===== src/rtl/wb_arbiter_pkg.sv =====
// ---------------------------------------------------------------------------
// wb_arbiter_pkg
// Shared definitions for the two-master Wishbone arbiter: FSM state encoding,
// the watchdog width and default timeout, and the round-robin pick helper.
// ---------------------------------------------------------------------------
package wb_arbiter_pkg;

  typedef enum logic [1:0] {
    ST_IDLE = 2'd0,  // no owner, slave cycle closed
    ST_BUS  = 2'd1,  // owner connected, waiting for an accepted strobe
    ST_PEND = 2'd2   // one strobe accepted, waiting for the slave ACK
  } arb_state_e;

  localparam int unsigned WDOG_WIDTH      = 32'd8;
  localparam int unsigned TIMEOUT_DEFAULT = 32'd255;

  // Returns the index of the master to grant. A lone requester always wins;
  // on a tie the master that did not own the bus last time wins.
  function automatic logic pick_winner(input logic req0, input logic req1,
                                       input logic last);
    logic win;
    if (req0 && req1) begin
      win = ~last;
    end else if (req1) begin
      win = 1'b1;
    end else begin
      win = 1'b0;
    end
    return win;
  endfunction

endpackage


===== src/rtl/wb_arbiter_if.sv =====
// ---------------------------------------------------------------------------
// wb_arbiter_if
// One Wishbone B.4 pipelined link. The arbiter sees each master link through
// the slave modport and the shared slave link through the master modport.
//   cyc/stb/we/adr/dat_w : request side (master -> slave)
//   dat_r/ack/stall/err  : response side (slave -> master)
// ---------------------------------------------------------------------------
interface wb_arbiter_if #(
  parameter int unsigned ADDR_WIDTH = 32'd16,
  parameter int unsigned DATA_WIDTH = 32'd16
);

  logic                  cyc;
  logic                  stb;
  logic                  we;
  logic [ADDR_WIDTH-1:0] adr;
  logic [DATA_WIDTH-1:0] dat_w;
  logic [DATA_WIDTH-1:0] dat_r;
  logic                  ack;
  logic                  stall;
  logic                  err;

  modport master (
    output cyc, stb, we, adr, dat_w,
    input  dat_r, ack, stall, err
  );

  modport slave (
    input  cyc, stb, we, adr, dat_w,
    output dat_r, ack, stall, err
  );

endinterface


===== src/rtl/wb_arb_watchdog.sv =====
// ---------------------------------------------------------------------------
// wb_arb_watchdog
// 8-bit clear/increment counter measuring how long the arbiter has waited for
// a slave ACK. expired is high during the LIMIT-th waiting cycle, so a
// transfer gets exactly LIMIT cycles for its ACK before it is abandoned.
//   clk, rst_n : clock and asynchronous active-low reset
//   clr        : restart the count (transfer accepted)
//   inc        : count one waiting cycle (saturates at 8'hFF)
//   expired    : current waiting cycle is the last one allowed
// ---------------------------------------------------------------------------
module wb_arb_watchdog
  import wb_arbiter_pkg::*;
#(
  parameter int unsigned LIMIT = TIMEOUT_DEFAULT
) (
  input  logic clk,
  input  logic rst_n,
  input  logic clr,
  input  logic inc,
  output logic expired
);

  localparam logic [WDOG_WIDTH-1:0] LAST_COUNT = WDOG_WIDTH'(LIMIT - 32'd1);
  localparam logic [WDOG_WIDTH-1:0] MAX_COUNT  = {WDOG_WIDTH{1'b1}};

  logic [WDOG_WIDTH-1:0] count_r;

  // Wait-cycle counter: clear wins over increment, increment saturates.
  always_ff @(posedge clk or negedge rst_n) begin
    if (!rst_n) begin
      count_r <= {WDOG_WIDTH{1'b0}};
    end else if (clr) begin
      count_r <= {WDOG_WIDTH{1'b0}};
    end else if (inc && (count_r != MAX_COUNT)) begin
      count_r <= count_r + {{(WDOG_WIDTH-1){1'b0}}, 1'b1};
    end else begin
      count_r <= count_r;
    end
  end

  assign expired = (count_r == LAST_COUNT);

endmodule


===== src/rtl/wb_arbiter.sv =====
// ---------------------------------------------------------------------------
// wb_arbiter
// Round-robin arbiter connecting two pipelined Wishbone masters to a single
// slave with at most one outstanding transfer. The owner keeps the bus until
// it drops cyc; a transfer whose ACK does not arrive within TIMEOUT cycles
// is terminated with err to the owner.
//   clk_i   : clock, all state changes on the rising edge
//   reset_i : asynchronous active-low reset
//   m0, m1  : master links (request in, ack/stall/err/dat_r out)
//   s       : shared slave link (request out, ack/stall/dat_r in)
// Request and response paths are combinational pass-throughs of the owner.
// ---------------------------------------------------------------------------
module wb_arbiter
  import wb_arbiter_pkg::*;
#(
  parameter int unsigned ADDR_WIDTH = 32'd16,
  parameter int unsigned DATA_WIDTH = 32'd16,
  parameter int unsigned TIMEOUT    = TIMEOUT_DEFAULT
) (
  input logic         clk_i,
  input logic         reset_i,
  wb_arbiter_if.slave  m0,
  wb_arbiter_if.slave  m1,
  wb_arbiter_if.master s
);

  arb_state_e state_r, state_s;
  logic       owner_r, owner_s;
  logic       last_r, last_s;

  logic                  own_cyc_s, own_stb_s, own_we_s;
  logic [ADDR_WIDTH-1:0] own_adr_s;
  logic [DATA_WIDTH-1:0] own_dat_s;

  logic                  bus_cyc_s, bus_stb_s, bus_we_s;
  logic [ADDR_WIDTH-1:0] bus_adr_s;
  logic [DATA_WIDTH-1:0] bus_dat_s;
  logic                  own_stall_s, ack_s, err_s;
  logic                  wdog_clr_s, wdog_inc_s, wdog_expired_s;

  assign own_cyc_s = owner_r ? m1.cyc   : m0.cyc;
  assign own_stb_s = owner_r ? m1.stb   : m0.stb;
  assign own_we_s  = owner_r ? m1.we    : m0.we;
  assign own_adr_s = owner_r ? m1.adr   : m0.adr;
  assign own_dat_s = owner_r ? m1.dat_w : m0.dat_w;

  wb_arb_watchdog #(
    .LIMIT (TIMEOUT)
  ) u_wdog (
    .clk     (clk_i),
    .rst_n   (reset_i),
    .clr     (wdog_clr_s),
    .inc     (wdog_inc_s),
    .expired (wdog_expired_s)
  );

  // State, owner and round-robin history registers.
  always_ff @(posedge clk_i or negedge reset_i) begin
    if (!reset_i) begin
      state_r <= ST_IDLE;
      owner_r <= 1'b0;
      last_r  <= 1'b1;
    end else begin
      state_r <= state_s;
      owner_r <= owner_s;
      last_r  <= last_s;
    end
  end

  // Next-state logic and the combinational bus/response outputs.
  always_comb begin
    state_s     = state_r;
    owner_s     = owner_r;
    last_s      = last_r;
    bus_cyc_s   = 1'b0;
    bus_stb_s   = 1'b0;
    bus_we_s    = 1'b0;
    bus_adr_s   = {ADDR_WIDTH{1'b0}};
    bus_dat_s   = {DATA_WIDTH{1'b0}};
    own_stall_s = 1'b1;
    ack_s       = 1'b0;
    err_s       = 1'b0;
    wdog_clr_s  = 1'b0;
    wdog_inc_s  = 1'b0;

    case (state_r)
      ST_IDLE: begin
        if (m0.cyc || m1.cyc) begin
          owner_s = pick_winner(m0.cyc, m1.cyc, last_r);
          state_s = ST_BUS;
        end else begin
          state_s = ST_IDLE;
        end
      end

      ST_BUS: begin
        // cyc follows the owner so a release closes the slave cycle at once.
        bus_cyc_s   = own_cyc_s;
        bus_stb_s   = own_cyc_s & own_stb_s;
        bus_we_s    = own_we_s;
        bus_adr_s   = own_adr_s;
        bus_dat_s   = own_dat_s;
        own_stall_s = s.stall;
        if (!own_cyc_s) begin
          last_s  = owner_r;
          state_s = ST_IDLE;
        end else if (own_stb_s && !s.stall) begin
          wdog_clr_s = 1'b1;
          state_s    = ST_PEND;
        end else begin
          state_s = ST_BUS;
        end
      end

      ST_PEND: begin
        bus_cyc_s  = own_cyc_s;
        bus_we_s   = own_we_s;
        bus_adr_s  = own_adr_s;
        bus_dat_s  = own_dat_s;
        wdog_inc_s = 1'b1;
        // ACK is checked first so it beats a same-cycle timeout.
        if (s.ack) begin
          ack_s = 1'b1;
          if (own_cyc_s) begin
            state_s = ST_BUS;
          end else begin
            last_s  = owner_r;
            state_s = ST_IDLE;
          end
        end else if (!own_cyc_s) begin
          last_s  = owner_r;
          state_s = ST_IDLE;
        end else if (wdog_expired_s) begin
          err_s     = 1'b1;
          bus_cyc_s = 1'b0;
          last_s    = owner_r;
          state_s   = ST_IDLE;
        end else begin
          state_s = ST_PEND;
        end
      end

      default: begin
        state_s = ST_IDLE;
      end
    endcase
  end

  assign s.cyc   = bus_cyc_s;
  assign s.stb   = bus_stb_s;
  assign s.we    = bus_we_s;
  assign s.adr   = bus_adr_s;
  assign s.dat_w = bus_dat_s;

  // The non-owner always sees stall and never sees ack or err.
  assign m0.stall = owner_r ? 1'b1 : own_stall_s;
  assign m1.stall = owner_r ? own_stall_s : 1'b1;
  assign m0.ack   = ack_s & ~owner_r;
  assign m1.ack   = ack_s & owner_r;
  assign m0.err   = err_s & ~owner_r;
  assign m1.err   = err_s & owner_r;
  assign m0.dat_r = s.dat_r;
  assign m1.dat_r = s.dat_r;

endmodule


===== src/flat_wrapper.sv =====
// flat-port wrapper written by rule: the top's interface ports become plain ports
module wb_arbiter_flat import wb_arbiter_pkg::*;
#(
  parameter int unsigned ADDR_WIDTH = 32'd16,
  parameter int unsigned DATA_WIDTH = 32'd16,
  parameter int unsigned TIMEOUT    = TIMEOUT_DEFAULT
)
  (clk_i, reset_i, m0_cyc, m0_stb, m0_we, m0_adr, m0_dat_w, m0_dat_r, m0_ack, m0_stall, m0_err, m1_cyc, m1_stb, m1_we, m1_adr, m1_dat_w, m1_dat_r, m1_ack, m1_stall, m1_err, s_cyc, s_stb, s_we, s_adr, s_dat_w, s_dat_r, s_ack, s_stall, s_err);
  wb_arbiter_if #(.ADDR_WIDTH(ADDR_WIDTH), .DATA_WIDTH(DATA_WIDTH)) m0_i ();
  wb_arbiter_if #(.ADDR_WIDTH(ADDR_WIDTH), .DATA_WIDTH(DATA_WIDTH)) m1_i ();
  wb_arbiter_if #(.ADDR_WIDTH(ADDR_WIDTH), .DATA_WIDTH(DATA_WIDTH)) s_i ();
  input logic clk_i;
  input logic reset_i;
  input wire logic [$bits(m0_i.cyc)-1:0] m0_cyc;
  input wire logic [$bits(m0_i.stb)-1:0] m0_stb;
  input wire logic [$bits(m0_i.we)-1:0] m0_we;
  input wire logic [$bits(m0_i.adr)-1:0] m0_adr;
  input wire logic [$bits(m0_i.dat_w)-1:0] m0_dat_w;
  output wire logic [$bits(m0_i.dat_r)-1:0] m0_dat_r;
  output wire logic [$bits(m0_i.ack)-1:0] m0_ack;
  output wire logic [$bits(m0_i.stall)-1:0] m0_stall;
  output wire logic [$bits(m0_i.err)-1:0] m0_err;
  input wire logic [$bits(m1_i.cyc)-1:0] m1_cyc;
  input wire logic [$bits(m1_i.stb)-1:0] m1_stb;
  input wire logic [$bits(m1_i.we)-1:0] m1_we;
  input wire logic [$bits(m1_i.adr)-1:0] m1_adr;
  input wire logic [$bits(m1_i.dat_w)-1:0] m1_dat_w;
  output wire logic [$bits(m1_i.dat_r)-1:0] m1_dat_r;
  output wire logic [$bits(m1_i.ack)-1:0] m1_ack;
  output wire logic [$bits(m1_i.stall)-1:0] m1_stall;
  output wire logic [$bits(m1_i.err)-1:0] m1_err;
  output wire logic [$bits(s_i.cyc)-1:0] s_cyc;
  output wire logic [$bits(s_i.stb)-1:0] s_stb;
  output wire logic [$bits(s_i.we)-1:0] s_we;
  output wire logic [$bits(s_i.adr)-1:0] s_adr;
  output wire logic [$bits(s_i.dat_w)-1:0] s_dat_w;
  input wire logic [$bits(s_i.dat_r)-1:0] s_dat_r;
  input wire logic [$bits(s_i.ack)-1:0] s_ack;
  input wire logic [$bits(s_i.stall)-1:0] s_stall;
  input wire logic [$bits(s_i.err)-1:0] s_err;
  assign m0_i.cyc = m0_cyc;
  assign m0_i.stb = m0_stb;
  assign m0_i.we = m0_we;
  assign m0_i.adr = m0_adr;
  assign m0_i.dat_w = m0_dat_w;
  assign m0_dat_r = m0_i.dat_r;
  assign m0_ack = m0_i.ack;
  assign m0_stall = m0_i.stall;
  assign m0_err = m0_i.err;
  assign m1_i.cyc = m1_cyc;
  assign m1_i.stb = m1_stb;
  assign m1_i.we = m1_we;
  assign m1_i.adr = m1_adr;
  assign m1_i.dat_w = m1_dat_w;
  assign m1_dat_r = m1_i.dat_r;
  assign m1_ack = m1_i.ack;
  assign m1_stall = m1_i.stall;
  assign m1_err = m1_i.err;
  assign s_cyc = s_i.cyc;
  assign s_stb = s_i.stb;
  assign s_we = s_i.we;
  assign s_adr = s_i.adr;
  assign s_dat_w = s_i.dat_w;
  assign s_i.dat_r = s_dat_r;
  assign s_i.ack = s_ack;
  assign s_i.stall = s_stall;
  assign s_i.err = s_err;
  wb_arbiter #(.ADDR_WIDTH(ADDR_WIDTH), .DATA_WIDTH(DATA_WIDTH), .TIMEOUT(TIMEOUT)) u_core (.clk_i(clk_i), .reset_i(reset_i), .m0(m0_i), .m1(m1_i), .s(s_i));
endmodule

===== config.mk =====
export PLATFORM = sky130hd
export DESIGN_NAME = wb_arbiter_flat
export DESIGN_NICKNAME = d
export VERILOG_FILES = /design/src/rtl/wb_arbiter_pkg.sv /design/src/rtl/wb_arbiter_if.sv /design/src/rtl/wb_arb_watchdog.sv /design/src/rtl/wb_arbiter.sv /design/src/flat_wrapper.sv
export SDC_FILE = /design/constraint.sdc
export NUM_CORES = 1
export LEC_CHECK = 0
export ABC_AREA = 1
export BUFFER_PORTS_ARGS = -buffer_cell sky130_fd_sc_hd__buf_2
export CORE_UTILIZATION = 37
export CTS_BUF_LIST = sky130_fd_sc_hd__clkbuf_8 sky130_fd_sc_hd__clkbuf_16
export CTS_CLUSTER_DIAMETER = 50
export DETAILED_ROUTE_END_ITERATION = 16
export GPL_TIMING_DRIVEN = 0
export PLACE_DENSITY = 0.91
export SLEW_MARGIN = 20
export SYNTH_ARGS = -nofsm -noshare
export SYNTH_HDL_FRONTEND = slang
export SYNTH_HIERARCHICAL = 1
export SYNTH_SLANG_ARGS = --single-unit

===== constraint.sdc =====
create_clock -name clk_i -period 2 [get_ports clk_i]
set_clock_uncertainty 0.15 [all_clocks]
set_input_delay 0.5 -clock clk_i [delete_from_list [all_inputs] [get_ports clk_i]]
set_output_delay 0.5 -clock clk_i [all_outputs]
set_load 0.05 [all_outputs]

; Yosys cells after proc, flatten, opt, wreduce, memory -nomap -nowiden
; Cells that the tools add are included.
[classes]
add_sub_neg = 1
n_eq_ne = 5
muxes = 43
bitwise = 7
n_reduce_logical = 11
[ops]
columns = op, count
row1 = $mux W16, 4
row2 = $mux W1, 29
row3 = $mux W8, 2
row4 = $mux W2, 5
row5 = $add A8 B1 Y8 const B, 1
row6 = $eq A8 B8 Y1 const B, 1
row7 = $ne A8 B8 Y1 const B, 1
row8 = $pmux W2 S3, 1
row9 = $and A1 B1 Y1, 5
row10 = $ne A4 B4 Y1 const B, 1
row11 = $pmux W1 S2, 2
row12 = $reduce_and A2 Y1, 2
row13 = $reduce_bool A2 Y1, 2
row14 = $logic_and A1 B1 Y1, 3
row15 = $eq A2 B1 Y1 const B, 1
row16 = $eq A2 B2 Y1 const B, 1
row17 = $logic_not A2 Y1, 1
row18 = $not A1 Y1, 2
row19 = $reduce_or A2 Y1, 1
row20 = $logic_not A1 Y1, 1
row21 = $logic_or A1 B1 Y1, 1
[word_totals]
ff_bits = 12
input_bits = 91
out_inout_bits = 73
elab_cells = 71

; Logic depth before layout (Yosys ltp)
; Gate-level depths: netlist of run 1.
[depth]
depth_word = 6
mapped_depth = 12
mapped_depth_nobuf = 11

; By module
; The synthesis of run 1 kept the hierarchy.
[by_module_without_submodules]
columns = module, n_inst, cells_per_inst, area_each_um2, seq_area_each_um2
row1 = wb_arbiter, 1, 209, 1133.6, 101.3
row2 = wb_arb_watchdog, 1, 75, 528.0, 200.2

; Least setup slack after synthesis of run 1
; OpenSTA, ideal clock, no wires.
[synth_timing]
path_kind = flip-flop to output port
from = reg u_core.state_r[0]
to = out s_cyc
t_arrival_ns = 2.022
required_time_ns = 1.350
setup_slack_ns = -0.672
path_stages_with_launch = 7
n_path_buf = 0
path_cell_list = dfrtp_1 > inv_1 > ha_1 > nand2_1 > inv_1 > nor3_1 > nor3_1
[synth_via]
elab_chain_cells = 2
word_cells_on_any_way = 3
classes_between = eq/ne (2) / mux (1)
[synth_rtl]
columns = element, line
row1 = from (decl), wb_arbiter.sv:27  ; arb_state_e state_r, state_s;
row2 = from (signal assigned), wb_arbiter.sv:64  ; state_r <= state_s;
row3 = $eq A2 B2 Y1 / $eq A2 B1 Y1 (equally long branches), wb_arbiter.sv:86  ; case (state_r)
row4 = $pmux W1 S2 *, wb_arbiter.sv:86
row5 = to (decl), flat_wrapper.sv:32  ; output wire logic [$bits(s_i.cyc)-1:0] s_cyc;
; Every way passes the cells marked *; elsewhere a longest branch is shown, timed or not.

; Final worst setup path of run 1
[layout_timing]
from = reg u_core.owner_r
to = out s_dat_w[7]
[layout_via]
elab_chain_cells = 2
[layout_rtl]
columns = element, line
row1 = from (decl), wb_arbiter.sv:28  ; logic owner_r, owner_s;
row2 = from (signal assigned), wb_arbiter.sv:65  ; owner_r <= owner_s;
row3 = $mux W16, wb_arbiter.sv:45  ; assign own_dat_s = owner_r ? m1.dat_w : m0.dat_w;
row4 = $mux W16, wb_arbiter.sv:86
row5 = to (decl), flat_wrapper.sv:36  ; output wire logic [$bits(s_i.dat_w)-1:0] s_dat_w;
; No other way between the ends.

==> out/summary.txt, run 1 <==
Status: finished with violations
Failing checks: negative setup slack
Placed Instance Area: 2713 um^2
Die Width: 69.02 um
Worst vdd ir: 760.4 uV
Worst EP required: 1.35 ns
Routability Congestion: 0.9098
Worst reg2reg path startpoint: u_core/state_r[0]
Nets: 553
Initial core utilization: 0.3843
Sequential Area: 305.3 um^2
Antenna-violating nets left: 0
Max Transition Viols Final: 0
GRT Total Usage: 0.3237
DRC: 0
CP Max Fanout: 10
Post-Syn Area: 1662 um^2
Max frequency: 440.5 MHz
Final setup violation count: 38
Number of global-route vias before repair: 2583
Dpl cells: 482
Post-synth ARST share: 1.000
Hold_sp: u_core/u_wdog/count_r[3]
Post-layout min period: 2.270 ns
Worst path slowest cell: dfrtp_2
Wire length per cell: 19.44 um
Via count: 2863
Worst Setup Path Type: register to output pin
Pwr Density: 1977 nW/um^2
Area leader, netlist: nor2_1
TritonRoute pass-1 iters: 5
# diodes: 0
H-Tree Depth: 1
Syn_area_per_cell: 5.851 um^2
Fraction of layout instances using a drive strength above 1: 0.6725
Fin util: 0.8061
Clock network power share: 0.033
P_sw: 0.004149 W
Sw Share: 0.6019
Initial antenna violation count: 0
CTS Buffer Depth: 2
Final Power: 0.006892 W
Worst-Skew Late Latency: 0.25 ns
Crit path launch: u_core/owner_r
Cell variety after synth: 28
Global route total overflow: 0
Die area: 4763 um^2
Critical path cell sequence: inv_2 > buf_8 > buf_2 > nor2_1 > nor2_4 > buf_6
Static leakage: 1.781 nW
Clock transition at the registers of the reported paths: 0.05 ns
Logic pwr share: 0.906
Row count: 24
Worst Hold Class: register to register
Largest net degree at the start of global routing: 13
Synthesized instance count: 284
Top FF cell, synth: dfrtp_1
Hold Violations, Final: 0
Register share of total power: 0.061
Hold Slack: 0.4230 ns
Crit path DAT: 1.62 ns
Max cap viols: 0
Number of buffers created by CTS: 3
CTS sink cnt: 12
Multi-input gate area: 1386 um^2
Cell family with most CP delay: buffers and inverters
Die height: 69.02 um
Top cells by area, synth: nor2_1 19%, dfrtp_1 17%, buf_4 15%
CP endpoint kind: output pin
Layout fillers: 242
Drt via density: 5.647
DR iter-0 viols: 249
Number of synthesized register bits: 12
CP Buf/Inv Count: 4
Fin cells: 507
CTS tree: built
Boundary Pins: 164
Internal power: 0.002744 W
Synth warn: 6
Setup crit start kind: register
Count leader, synth: nor2_1
Clk root buf: clkbuf_8
Number of flops mapped to enable cells by yosys: 0
Total Wirelength: 9855 um
Relative slew slack: 0.7514
Net Count, Synth: 381
Peak per-stage delay on the critical path: 0.45 ns
Dpl hpwl: 4991 um
Core area: 4324 um^2
IO buf count: 146
First-pass GRT wire length: 12320 um
Fin area: 3486 um^2
RSZ-0062 raised after global routing: yes
Top cells by count, synth: 84 x nor2_1, 41 x nand2_1, 34 x buf_4, 27 x o21ai_0, 20 x inv_1
Seq/Total Area, Yosys: 0.1815
Worst Setup Slack, final: -0.2703 ns
Period utilisation layout: 1.135
Tightest Pin Transition: 0.3701 ns
Share of Yosys cell area claimed by the top area cell type: 0.1898
Area Growth Syn to Fin: 109.8%
-- flip-flops by register name, indices dropped and copies added (netlist names) --
| name | cells |
|---|---|
| u_core/owner_r | 1 |
| u_core/state_r | 2 |
| u_core/last_r | 1 |
| u_core/u_wdog/count_r | 8 |
-- stage by stage --
step / setup slack, ns / TNS, ns
2_1_floorplan: -0.1642 / -0.8616
3_5_place_dp: -0.3175 / -8.019
5_1_grt: -0.3115 / -9.194
6_report: -0.2703 / -8.222
4_1_cts: -0.1981 / -5.925
3_3_place_gp: -0.2809 / -6.952
-- cells in the final DEF (no fill, tap or decap), types with 2 or more instances in the layout --
cell      instances
a21oi_1           4
buf_2           106
buf_4            51
buf_6            27
buf_8            22
clkbuf_2          2
clkbuf_8          4
dfrtp_1           8
dfrtp_2           3
ha_1              2
ha_4              4
inv_1            14
inv_2             9
nand2_1          35
nand2_2          11
nand2_4           2
nand3_1          11
nand3_2           3
nand4_1           2
nor2_1           43
nor2_2            9
nor2_4           34
nor3_4            3
o21ai_0           2
o21ai_1          23
o21ai_2           9
xor2_1            3
-- final timing paths --
| path | end | slack (ns) | cells after the start |
|---|---|---|---|
| max | s_dat_w[7] | -0.27 | 6 |
| min | u_core/u_wdog/count_r[3] | 0.42 | 2 |
| max reg2reg | u_core/u_wdog/count_r[3] | 0.13 | 13 |
| min reg2reg | u_core/u_wdog/count_r[3] | 0.42 | 2 |
| max in group asynchronous | u_core/last_r | 0.90 | 2 |
| min in group asynchronous | u_core/u_wdog/count_r[7] | 0.51 | 2 |
-- per-layer routing --
metal  wire, um  global-route usage
met1       3261              0.3303
met2       5025              0.6181
met3        854             0.05263
met4        714              0.1746
met5          0                   0
-- power groups by stage --
| stage | Clock (W) | Combinational (W) | Sequential, W |
|---|---|---|---|
| global placement | 0 | 0.00424 | 0.000406 |
| global route | 0.000241 | 0.00640 | 0.000420 |
| CTS | 0.000235 | 0.00552 | 0.000400 |
| detailed placement | 0 | 0.00431 | 0.000412 |
| floorplan | 0 | 0.00347 | 0.000391 |
| finish | 0.000229 | 0.00624 | 0.000421 |
-- layout make-up --
class / count / area share
clock buffer: 3 / 0.01184
sequential: 12 / 0.08758
clock inverter: 1 / 0.001077
multi-input combinational: 204 / 0.3977
inverter: 25 / 0.02943
buffer: 43 / 0.1009
tap: 52 / 0.01866
timing repair buffer: 167 / 0.3528
-- cells by family (layout without fill, tap and decap cells) --
| group | count (synthesis) | in the layout | share of synthesized area |
|---|---|---|---|
| buffers and inverters | 68 | 239 | 0.2410 |
| AO/OA/AOI/OAI | 40 | 40 | 0.1227 |
| XOR/XNOR | 3 | 3 | 0.01582 |
| flip-flops | 12 | 12 | 0.1815 |
| AND/OR/NAND/NOR | 155 | 155 | 0.3938 |
| adder cells (fa/ha/maj) | 6 | 6 | 0.04518 |
-- repair_timing --
| action | 4_1_cts | 5_1_grt |
|---|---|---|
| pin swaps | 16 | 12 |
| gates cloned | 1 | 0 |
| buffers inserted | 14 | 5 |
| hold buffers | 1 | 0 |
| gates resized for setup | 149 | 54 |
| endpoints found under the hold margin | 11 | 0 |
| endpoints found under the setup margin | 41 | 46 |
-- worst min-delay path, stage by stage (launching register included) --
cell and delay [ns]:
dfrtp_2 0.41, nand2_1 0.07, nand2_1 0.06
(Power assumes the default switching activity.)
==> run 2, diff against run 1 <==
Settings changed: PLACE_DENSITY 0.91 to 0.82.
==> out/summary.txt, run 2 (synthesis results as in run 1) <==
Clock transition at the registers of the reported paths: 0.05 ns (about the same)
Worst Setup Slack, final: -0.2933 ns (-0.02304 ns)
Sequential Area: 302.8 um^2 (-0.82%)
Hold Slack: 0.3525 ns (-0.07046 ns)
Fraction of layout instances using a drive strength above 1: 0.6825 (+0.009978)
Total Wirelength: 10070 um (+2.1%)
Failing checks: negative setup slack
Status: finished with violations
DR iter-0 viols: 317 (+27%)
Tightest Pin Transition: 0.4264 ns (+0.05631 ns)
Max FFs per register: 8 (unchanged)
Die area: 4763 um^2 (unchanged)
H-Tree Depth: 1 (unchanged)
Wire length per cell: 19.55 um (+0.55%)
First-pass GRT wire length: 11950 um (-3.0%)
Crit path DAT: 1.64 ns (+0.02 ns)
CTS sink cnt: 12 (unchanged)
Static leakage: 1.853 nW (+4.0%)
Die Width: 69.02 um (unchanged)
Multi-input gate area: 1425 um^2 (+2.8%)
Antenna-violating nets left: 0 (unchanged)
Final setup violation count: 41 (+7.9%)
GRT Total Usage: 0.3100 (-0.01369)
Boundary Pins: 164 (unchanged)
Nets: 561 (+1.4%)
Length in cells of the worst reg-to-reg path: 13 (unchanged)
# diodes: 0 (unchanged)
Cell repeated most along the worst path: buf_6
Pwr Density: 1950 nW/um^2 (-1.4%)
Worst Setup Path Type: register to output pin
Core area: 4324 um^2 (unchanged)
CP endpoint kind: output pin
Pre-CTS setup slack: -0.3243 ns (-0.006788 ns)
Peak per-stage delay on the critical path: 0.38 ns (-0.07 ns)
Row count: 24 (unchanged)
DRC: 0 (unchanged)
Initial core utilization: 0.3843 (unchanged)
Die height: 69.02 um (unchanged)
Worst-Skew Late Latency: 0.25 ns (about the same)
Relative slew slack: 0.7135 (-0.03783)
CP Max Fanout: 10 (unchanged)
Commonest non-fill, non-tap cell in the layout: buf_2
Area Growth Syn to Fin: 118.1%
Via count: 2874 (+0.38%)
Internal power: 0.002849 W (+3.8%)
Hold Violations, Final: 0 (unchanged)
TritonRoute pass-1 iters: 5 (unchanged)
Fin util: 0.8383 (+0.03212)
Largest regs: u_core/u_wdog/count_r: 8 flops, u_core/state_r: 2 flops
Max frequency: 436.1 MHz (-1.0%)
Period utilisation layout: 1.147 (+0.01152)
Clock network power share: 0.032 (about the same)
Hold Path Depth: 2 (unchanged)
Worst EP required: 1.35 ns (about the same)
Most flops, register: u_core/u_wdog/count_r
Number of global-route vias before repair: 2541 (-1.6%)
Setup crit start kind: register
Post-layout min period: 2.293 ns (+0.02304 ns)
Worst path slowest cell: dfrtp_1
Routability Congestion: 0.8725 (-4.1%)
CP Buf/Inv Count: 3 (-1)
Logic pwr share: 0.908 (+0.002)
Drt via density: 5.581 (-1.2%)
Most frequent cells in the layout: 105 x buf_2, 54 x buf_4, 44 x nor2_1
Max cap viols: 0 (unchanged)
Worst Hold Class: register to register
CTS Buffer Depth: 2 (unchanged)
Clk root buf: clkbuf_8
RSZ-0062 raised after global routing: yes
Critical path cell sequence: inv_2 > ha_4 > buf_6 > o21ai_1 > nor2_4 > buf_6
Sw Share: 0.5969 (-0.005015)
Cell family with most CP delay: buffers and inverters
P_sw: 0.004219 W (+1.7%)
Global route total overflow: 0 (unchanged)
Max Transition Viols Final: 0 (unchanged)
Number of cells on the critical path: 6 (unchanged)
CTS tree: built
Layout fillers: 234 (-3.3%)
Largest net degree at the start of global routing: 13 (unchanged)
Worst vdd ir: 953.1 uV (+25%)
Dpl hpwl: 4870 um (-2.4%)
Register share of total power: 0.059 (-0.002)
Number of buffers created by CTS: 3 (unchanged)
IO buf count: 146 (unchanged)
Initial antenna violation count: 0 (unchanged)
run 2: worst min-delay path, delay by kind of cell (launching register included):
kind | cells | cell delay [ns]
flops | 1 | 0.38
simple gates | 2 | 0.12
run 2: worst paths after layout:
kind                                        start                        to  slack (ns)
worst max-delay path            u_core/state_r[1]                s_dat_w[0]       -0.29
worst min-delay path                u_core/last_r             u_core/last_r        0.35
worst max register to register  u_core/state_r[1]  u_core/u_wdog/count_r[3]        0.02
worst min register to register      u_core/last_r             u_core/last_r        0.35
max in group asynchronous                 reset_i             u_core/last_r        0.92
min in group asynchronous                 reset_i  u_core/u_wdog/count_r[7]        0.51
run 2: timing repair:
action / in CTS / in global routing
buffers inserted: 18 / 9
hold buffers: 1 / 0
pin swaps: 13 / 4
endpoints found under the hold margin: 11 / 0
resized for setup: 164 / 43
cloned: 0 / 2
setup endpoints to repair: 41 / 46
run 2: layout make-up:
class                      instances  share of cell area
buffer                            43             0.09803
timing repair buffer             175              0.3666
sequential                        12             0.08353
tap                               52             0.01795
clock buffer                       3             0.01139
multi-input combinational        204              0.3932
inverter                          25             0.02831
clock inverter                     1            0.001036
run 2: power by group through the flow:
stage | sequential [W] | clock (W) | combinational, W
after detailed placement | 0.000410 | 0 | 0.00429
after CTS | 0.000398 | 0.000229 | 0.00553
after global routing | 0.000429 | 0.000239 | 0.00659
final | 0.000419 | 0.000228 | 0.00642
after global placement | 0.000408 | 0 | 0.00424
after floorplan | 0.000391 | 0 | 0.00347
run 2: per-layer routing:
layer | vias to the layer above | wire [um] | GRT usage
met5 | - | 0 | 0
met4 | 0 | 928 | 0.1587
met3 | 94 | 938 | 0.04094
met2 | 229 | 4938 | 0.5620
met1 | 1333 | 3260 | 0.3509
li1 | 1218 | - | -
run 2: metrics by stage:
step / setup TNS (ns) / instance area [um^2] / total power, W / std cells
floorplan: -0.8616 / 1917 / 0.003856 / 284
detailed placement: -8.350 / 2713 / 0.004698 / 482
CTS: -6.409 / 3362 / 0.006159 / 505
global placement: -7.888 / 2713 / 0.004647 / 482
finish: -8.881 / 3625 / 0.007068 / 515
global route: -10.52 / 3625 / 0.007255 / 515
==> run 3, diff against run 2 <==
Settings changed: CORE_UTILIZATION 37 to 33, PLACE_DENSITY 0.82 to 0.78.
Clock period 2 ns to 2.1 ns, I/O delays scaled along.
==> out/summary.txt, run 3 (synthesis results as in run 1) <==
R2R Setup Slk: 0.22 ns (+0.20 ns)
GRT Total Usage: 0.2453 (-0.06467)
CTS tree: built
CTS sink cnt: 12 (unchanged)
Max frequency: 443.0 MHz
Status: finished with violations
Final setup violation count: 37 (-9.8%)
Setup crit start kind: register
Max FFs per register: 8 (unchanged)
Dpl hpwl: 4806 um (-1.3%)
CP Max Fanout: 8 (-2)
RSZ-0062 raised after global routing: yes
CTS Buffer Depth: 2 (unchanged)
Core area: 4786 um^2 (+11%)
DRC: 0 (unchanged)
Drt via density: 4.794 (-14%)
CP Buf/Inv Count: 3 (unchanged)
Number of global-route vias before repair: 2293 (-9.8%)
Most flops, register: u_core/u_wdog/count_r
Placed Instance Area: 2731 um^2 (+0.69%)
Worst-Skew Late Latency: 0.24 ns (about the same)
Reg-to-reg critical path endpoint: u_core/u_wdog/count_r[4]
Worst reg2reg path startpoint: u_core/state_r[1]
Gr busiest metal: met2
Failing checks: negative setup slack
Die height: 72.96 um (+5.7%)
Period utilisation layout: 1.075
Die Width: 72.96 um (+5.7%)
Worst Setup Path Type: register to output pin
Worst Hold Class: input port to async pin
TritonRoute pass-1 iters: 4 (-1)
IO buf count: 146 (unchanged)
Crit path DAT: 1.58 ns (-0.06 ns)
Nets: 550 (-2.0%)
Largest regs: u_core/u_wdog/count_r: 8 flops, u_core/state_r: 2 flops
Largest net degree at the start of global routing: 13 (unchanged)
Sw Share: 0.5860 (-0.01085)
Register share of total power: 0.060 (about the same)
H-Tree Depth: 1 (unchanged)
Wire length per cell: 14.32 um (-27%)
Logic pwr share: 0.900 (-0.008)
Worst path slowest cell: dfrtp_1
Pwr Density: 1857 nW/um^2 (-4.8%)
Number of buffers created by CTS: 3 (unchanged)
Clock transition at the registers of the reported paths: 0.05 ns (about the same)
Hold Slack: 0.005685 ns (-0.3468 ns)
Die area: 5323 um^2 (+12%)
CP endpoint kind: output pin
Antenna-violating nets left: 0 (unchanged)
Length in cells of the worst reg-to-reg path: 11 (-2)
Worst Setup Slack, final: -0.1572 ns (+0.1361 ns)
Cell repeated most along the worst path: buf_6
DR iter-0 viols: 125 (-61%)
Relative slew slack: 0.7974 (+0.08381)
GR Util met2: 0.4673 (-0.09474)
Post-layout min period: 2.257 ns
Most frequent cells in the layout: 108 x buf_2, 49 x buf_4, 46 x nor2_1
GR Util met3: 0.02624 (-0.01469)
P_sw: 0.003733 W (-12%)
Worst vdd ir: 732.9 uV (-23%)
Via count: 2488 (-13%)
Max Transition Viols Final: 0 (unchanged)
Met1 Use GR: 0.2706 (-0.08027)
Initial core utilization: 0.3472 (-0.03707)
Static leakage: 1.761 nW (-5.0%)
Fin area: 3431 um^2 (-5.4%)
Total Wirelength: 7433 um (-26%)
Hold Violations, Final: 0 (unchanged)
Max cap viols: 0 (unchanged)
Fraction of layout instances using a drive strength above 1: 0.6571 (-0.02543)
Critical path cell sequence: inv_2 > ha_4 > buf_6 > o21ai_1 > nor2_4 > buf_6
Initial antenna violation count: 0 (unchanged)
Commonest non-fill, non-tap cell in the layout: buf_2
Clk root buf: clkbuf_8
Global route total overflow: 0 (unchanged)
Boundary Pins: 164 (unchanged)
Row count: 25 (+4.2%)
Internal power: 0.002637 W (-7.5%)
Tightest Pin Transition: 0.3019 ns (-0.1245 ns)
First-pass GRT wire length: 10290 um (-14%)
Clock network power share: 0.039 (+0.007)
Fin util: 0.7169 (-0.1214)
Peak per-stage delay on the critical path: 0.37 ns (about the same)
Worst EP required: 1.42 ns (+0.07 ns)
# diodes: 0 (unchanged)
Routability Congestion: 0.8665 (-0.69%)
Cell family with most CP delay: buffers and inverters
Area Growth Syn to Fin: 106.5%
run 3: changes by cell type in the layout (fill, tap and decap cells not counted), moves of 3 or more:
cell | before | now
nor2_4 | 36 | 32
buf_4 | 54 | 49
buf_6 | 32 | 28
nand2_1 | 35 | 38
buf_2 | 105 | 108
run 3: stage by stage:
stage	setup TNS (ns)	cells	worst slack, ns	total power, W
after floorplan	-0.1785	284	-0.08924	0.003673
after global placement	-5.597	497	-0.2344	0.004429
after detailed placement	-6.483	497	-0.2566	0.004479
after CTS	-3.347	518	-0.1180	0.005889
after global routing	-6.693	519	-0.2224	0.006650
final	-4.319	519	-0.1572	0.006370
run 3: routing by layer:
layer  vias up  wire, um
met5         -         0
met4         0       248
met3        32       446
met2       111      4037
met1      1152      2701
li1       1193         -
run 3: area by class of cell:
class / count / area [um^2]
multi-input cells: 204 / 1364
well taps: 67 / 83.83
clock buffers: 4 / 55.05
fillers: 375 / 1355
inverters: 25 / 100.1
flip-flops and latches: 12 / 301.5
plain buffers: 43 / 342.8
repair buffers: 164 / 1184
run 3: repair_timing:
action,in CTS,in global routing
buffers inserted,15,0
gates resized for setup,142,43
pin swaps,11,14
hold buffers,0,0
setup endpoints to repair,40,41
cloned,2,1
run 3: worst max path at each step:
stage | startpoint | slack (ns) | depth (start not counted) | endpoint
detailed placement | u_core/state_r[0] | -0.26 | 6 | s_adr[5]
CTS | u_core/state_r[0] | -0.12 | 6 | s_adr[6]
finish | u_core/state_r[0] | -0.16 | 6 | s_adr[8]
global route | u_core/state_r[1] | -0.22 | 6 | s_adr[7]
global placement | u_core/state_r[0] | -0.23 | 6 | s_dat_w[7]
floorplan | u_core/state_r[0] | -0.09 | 4 | m0_ack
run 3: power by group through the flow:
stage / registers [W] / logic, W / clock network [W]
2_1_floorplan: 0.000373 / 0.00330 / 0
3_3_place_gp: 0.000389 / 0.00404 / 0
3_5_place_dp: 0.000392 / 0.00409 / 0
4_1_cts: 0.000378 / 0.00525 / 0.000258
5_1_grt: 0.000391 / 0.00599 / 0.000269
6_report: 0.000384 / 0.00574 / 0.000250
